### src/rtl/eth_10base_t_tx_ctrl.sv
// 10BASE-T transmit controller: round-robin arbitration of two byte streams,
// preamble/SFD insertion, inter-packet gap timing and normal-link-pulse generation.
module eth_10base_t_tx_ctrl #(
  parameter int unsigned IPG_CYCLES = 960,
  parameter int unsigned NLP_PERIOD = 1600000,
  parameter int unsigned PRE_LEN    = 7
) (
  input  logic       clk,
  input  logic       resetn,
  input  logic [7:0] s0_data,
  input  logic       s0_valid,
  input  logic       s0_last,
  output logic       s0_ready,
  input  logic [7:0] s1_data,
  input  logic       s1_valid,
  input  logic       s1_last,
  output logic       s1_ready,
  output logic [7:0] tx_data,
  output logic       tx_valid,
  output logic       tx_last,
  input  logic       tx_ready,
  output logic       nlp_pulse,
  output logic [1:0] gnt,
  output logic       led_tx
);

  localparam int unsigned PreW = (PRE_LEN > 1) ? $clog2(PRE_LEN) : 1;
  localparam int unsigned IpgW = (IPG_CYCLES > 1) ? $clog2(IPG_CYCLES) : 1;
  localparam int unsigned NlpW = (NLP_PERIOD > 1) ? $clog2(NLP_PERIOD) : 1;

  localparam logic [PreW-1:0] PreLast = PreW'(PRE_LEN - 1);
  localparam logic [IpgW-1:0] IpgLoad = IpgW'(IPG_CYCLES - 1);
  localparam logic [IpgW-1:0] IpgOne  = IpgW'(1);
  localparam logic [NlpW-1:0] NlpLast = NlpW'(NLP_PERIOD - 1);

  typedef enum logic [2:0] {StIdle, StPreamble, StSfd, StData, StIpg} state_e;

  state_e          state_q;
  logic [1:0]      gnt_q;
  logic            rr_last_s1_q;  // set: s1 was granted last, so s0 wins the next tie
  logic [PreW-1:0] pre_cnt_q;
  logic [IpgW-1:0] ipg_cnt_q;
  logic [NlpW-1:0] nlp_cnt_q;
  logic            nlp_pulse_q;

  logic       src_valid;
  logic       src_last;
  logic [7:0] src_data;
  logic       pick_s1;

  assign src_valid = gnt_q[1] ? s1_valid : s0_valid;
  assign src_last  = gnt_q[1] ? s1_last  : s0_last;
  assign src_data  = gnt_q[1] ? s1_data  : s0_data;
  assign pick_s1   = s1_valid & (~s0_valid | ~rr_last_s1_q);

  always_ff @(posedge clk or negedge resetn) begin
    if (!resetn) begin
      state_q      <= StIdle;
      gnt_q        <= 2'b00;
      rr_last_s1_q <= 1'b1;
      pre_cnt_q    <= '0;
      ipg_cnt_q    <= '0;
      nlp_cnt_q    <= '0;
      nlp_pulse_q  <= 1'b0;
    end else begin
      nlp_pulse_q <= 1'b0;
      case (state_q)
        StIdle: begin
          // A request always beats a coincident link-pulse expiry.
          if (s0_valid || s1_valid) begin
            state_q      <= StPreamble;
            gnt_q        <= pick_s1 ? 2'b10 : 2'b01;
            rr_last_s1_q <= pick_s1;
            pre_cnt_q    <= '0;
            nlp_cnt_q    <= '0;
          end else if (nlp_cnt_q == NlpLast) begin
            nlp_pulse_q <= 1'b1;
            nlp_cnt_q   <= '0;
          end else begin
            nlp_cnt_q <= nlp_cnt_q + 1'b1;
          end
        end
        StPreamble: begin
          if (tx_ready) begin
            if (pre_cnt_q == PreLast) begin
              pre_cnt_q <= '0;
              state_q   <= StSfd;
            end else begin
              pre_cnt_q <= pre_cnt_q + 1'b1;
            end
          end
        end
        StSfd: begin
          if (tx_ready) state_q <= StData;
        end
        StData: begin
          if (src_valid && tx_ready && src_last) begin
            state_q   <= StIpg;
            gnt_q     <= 2'b00;
            ipg_cnt_q <= IpgLoad;
          end
        end
        StIpg: begin
          // Leave one cycle early: the IDLE arbitration cycle completes the gap.
          if ((ipg_cnt_q == '0) || (ipg_cnt_q == IpgOne)) begin
            ipg_cnt_q <= '0;
            state_q   <= StIdle;
          end else begin
            ipg_cnt_q <= ipg_cnt_q - 1'b1;
          end
        end
        default: state_q <= StIdle;
      endcase
    end
  end

  always_comb begin
    tx_data  = 8'h00;
    tx_valid = 1'b0;
    tx_last  = 1'b0;
    s0_ready = 1'b0;
    s1_ready = 1'b0;
    unique case (state_q)
      StPreamble: begin
        tx_valid = 1'b1;
        tx_data  = 8'h55;
      end
      StSfd: begin
        tx_valid = 1'b1;
        tx_data  = 8'hD5;
      end
      StData: begin
        tx_data  = src_data;
        tx_valid = src_valid;
        tx_last  = src_last;
        s0_ready = gnt_q[0] & tx_ready;
        s1_ready = gnt_q[1] & tx_ready;
      end
      default: ;
    endcase
  end

  assign gnt       = gnt_q;
  assign nlp_pulse = nlp_pulse_q;
  assign led_tx    = (state_q == StPreamble) || (state_q == StSfd) || (state_q == StData);

endmodule

### config.mk
export PLATFORM = sky130hd
export DESIGN_NAME = eth_10base_t_tx_ctrl
export DESIGN_NICKNAME = d
export VERILOG_FILES = /design/src/rtl/eth_10base_t_tx_ctrl.sv
export SDC_FILE = /design/constraint.sdc
export NUM_CORES = 1
export LEC_CHECK = 0
export CORE_MARGIN = 10
export CORE_UTILIZATION = 54
export CTS_BUF_LIST = sky130_fd_sc_hd__clkbuf_16
export CTS_CLUSTER_SIZE = 12
export DETAILED_ROUTE_END_ITERATION = 8
export PLACE_DENSITY = 0.91
export SYNTH_ARGS = -nofsm -noshare
export SYNTH_HDL_FRONTEND = slang
export SYNTH_SLANG_ARGS = --single-unit
### constraint.sdc
create_clock -name clk -period 2.7 [get_ports clk]
set_clock_uncertainty 0.15 [all_clocks]
set_input_delay 0.27 -clock clk [delete_from_list [all_inputs] [get_ports clk]]
set_output_delay 0.27 -clock clk [all_outputs]
set_load 0.05 [all_outputs]
==> results_dict.tcl <==
set metrics [dict create \
    run_status "finished, violations left" \
    failed_checks "negative hold slack" \
    cp_max_fo 11 \
    synth-edff-count 0 \
    p_int_mw 1.45 \
    grt_pass1_vias 2183 \
    cts.clk_slew.worst_paths_ns 0.06 \
    powerDensity_nw_per_um2 817 \
    hold_class "primary input to async pin" \
    max_slew_margin_pct 38.7 \
    drtIter0Drc 252 \
    dpl_cell_area_um2 2900 \
    io_pins 39 \
    path_class "flip-flop to output pin" \
    syn_inst 293 \
    p_comb_share_pct 40.6 \
    netlist_area_um2 2510 \
    core.rowCount 24 \
    wire_per_inst_um 17.2 \
    max_cap_violations 0 \
    gr-total-overflow 0 \
    min_period_over_period_pct 97.8 \
    muxShareOfSynthArea_pct 3.99 \
    synth_top_family_by_area "simple AND/OR/NAND/NOR gates" \
    avgSynthCellArea_um2 8.56 \
    seq_power_share_pct 37.4 \
    grtUsageTotal_pct 16.4 \
    hpwl_mm 4.69 \
    initial_core_util_pct 56.8 \
    ys_async_sr_fraction_pct 100 \
    die_area_um2 7770 \
    synth_fp_nets 319 \
    arrival_ns 2.22 \
    antenna_found_initial 0 \
    cts_tree "yes" \
    p_switching_mw 1.03 \
    vias 2419 \
    route.detailed.drc 0 \
    area_delta_synth_final_pct 21.2 \
    layout_min_cycle_time_ns 2.64 \
    totalWireLength_mm 6.52 \
    die_w_um 88.2 \
    leakage_nw 1.27 \
    crit_path_end_kind "output pin" \
    io_buffers 38 \
    drive_gt1_share_pct 6.71 \
    clkLatencyLatePin_ns 0.28 \
    ir_worst_vdd_mv 0.412 \
    hold_ws_ns -0.0198 \
    startpoint_type "flip-flop" \
    clock-sinks 41 \
    drtPass1Iterations 6 \
    fmax_mhz 379 \
    synth_fa_ha_area_share_pct 1.50 \
    htreeDepth 2 \
    critPathRequiredTime_ns 2.28 \
    final_antenna_net_count 0 \
    synth_flop_cell "dfrtp_1" \
    ys.warnings.count 0 \
    grt_max_degree 42 \
    synth_cell_types 56 \
    coreArea_um2 4410 \
    finalInstanceArea_um2 3040 \
    cts_max_path_buffers 2 \
    vias_per_cell 6.37 \
    root_buffer "clkbuf_16" \
    yosys.area_share.simple_pct 27.9 \
    finalSetupTns_ns 0 \
    nets 353 \
    hold_violations 40 \
    diodes 0 \
    setup_viol 0 \
    gp_congestion 0.864 \
    yosysSeqAreaShare_pct 40.9 \
    cts_buffers 5 \
    maxSlewViolCount 0 \
    fp.dieH_um 88.2 \
    worst_pin_slew_ns 0.920 \
    switching_share_pct 41.6 \
    grt_pass1_wl_mm 10.4 \
    synth-compound-area-share_pct 21.5 \
    synthXorXnorAreaFrac_pct 0 \
    clock_power_share_pct 22.0 \
    synth_seq_cells 41 \
]
sequential cells by signal, indices dropped and copies added, names as in the netlist:
register and cells:
nlp_cnt_q 21, ipg_cnt_q 10, gnt 2, nlp_pulse 1, state_q 3, rr_last_s1_q 1, pre_cnt_q 3
critical path, stage by stage (launching register included):
cell and delay [ns]:
dfrtp_1 0.52, nor2_1 0.13, or2_2 0.35, a21oi_1 0.13, clkdlybuf4s50_1 0.82
area by class of cell:
cell class | instances | area, um2
Clock buffer | 5 | 125
Clock inverter | 3 | 11.3
Fill cell | 346 | 1370
Inverter | 7 | 26.3
Multi-Input combinational cell | 230 | 1380
Sequential cell | 41 | 1030
Tap cell | 52 | 65.1
Timing Repair Buffer | 42 | 408
placed cells by master, fill, tap and decap left out, types with 7 or more instances in the layout:
master,n
a21o_1,10
nor4_1,8
nand2_1,32
nand3_1,11
nor2_1,26
o21ai_0,35
inv_1,9
a21oi_1,14
clkdlybuf4s50_1,32
dfrtp_1,39
mux2i_1,10
nand4_1,7
nor3_1,14
cell usage after synthesis (all sizes together) (4+ instances only):
master | number | area (um2)
or3 | 4 | 30.0
clkbuf | 10 | 38.8
nand3 | 11 | 55.1
and3 | 4 | 25.0
nor3b | 6 | 45.0
inv | 7 | 26.3
nand4 | 7 | 43.8
mux2i | 10 | 100
nand2b | 5 | 31.3
nor2 | 26 | 97.6
o21ai | 35 | 175
a21o | 10 | 75.1
nor3 | 16 | 96.4
and2 | 4 | 25.0
nand2 | 32 | 120
a21oi | 14 | 70.1
buf | 5 | 38.8
dfrtp | 40 | 1000
nor4 | 8 | 50.1
metal layers:
metal  vias up  track usage [%]  share of wire, %
li1       1155                -                 -
met5         -                0                 0
met3         5             4.74               9.8
met1      1150             20.4                43
met2       109             27.2                46
met4         0             3.85              0.83
kinds of logic (layout without fill, tap and decap cells):
group           count (synthesis)  after routing
fa+ha+maj                       3              3
buf+inv                        22             57
simple gates                  133            133
mux                            10             10
flops                          41             41
compound gates                 84             84
power by group through the flow:
| stage | registers (mW) | clock network [mW] | logic [mW] |
|---|---|---|---|
| final | 0.930 | 0.547 | 1.01 |
| after global routing | 0.953 | 0.584 | 1.09 |
| after CTS | 0.921 | 0.558 | 1.02 |
| after detailed placement | 0.929 | 0 | 1.01 |
| after global placement | 0.921 | 0 | 0.982 |
| after floorplan | 0.880 | 0 | 0.734 |
timing repair:
item | in CTS | in global routing
resized for setup | 0 | 4
endpoints found under the hold margin | 0 | 0
endpoints found under the setup margin | 0 | 5
hold buffers | 0 | 0
setup buffers | 0 | 0
stage by stage:
| step | utilization, % | setup WS, ns | power [mW] | std cells |
|---|---|---|---|---|
| 6_report | 68.9 | 0.0592 | 2.49 | 380 |
| 5_1_grt | 68.9 | -0.00999 | 2.62 | 380 |
| 4_1_cts | 68.7 | 0.00867 | 2.50 | 380 |
| 3_5_place_dp | 65.6 | 0.311 | 1.94 | 372 |
| 3_3_place_gp | 65.6 | 0.400 | 1.90 | 372 |
| 2_1_floorplan | - | 0.0555 | 1.61 | 293 |
path summary, 6_finish.rpt:
path | startpoint | endpoint | slack [ns] | depth (start not counted)
max | state_q[1]$_DFFE_PN0P_ | tx_data[6] | 0.06 | 4
min | resetn | nlp_cnt_q[8]$_DFFE_PN0P_ | -0.02 | 1
max reg2reg | ipg_cnt_q[4]$_DFFE_PN0P_ | ipg_cnt_q[6]$_DFFE_PN0P_ | 0.46 | 5
min reg2reg | rr_last_s1_q$_DFFE_PN1P_ | rr_last_s1_q$_DFFE_PN1P_ | 0.37 | 2
max in group asynchronous | resetn | gnt[1]$_DFFE_PN0P_ | 1.79 | 1
min in group clk | rr_last_s1_q$_DFFE_PN1P_ | rr_last_s1_q$_DFFE_PN1P_ | 0.37 | 2
Power figures use the tool's default switching activity.
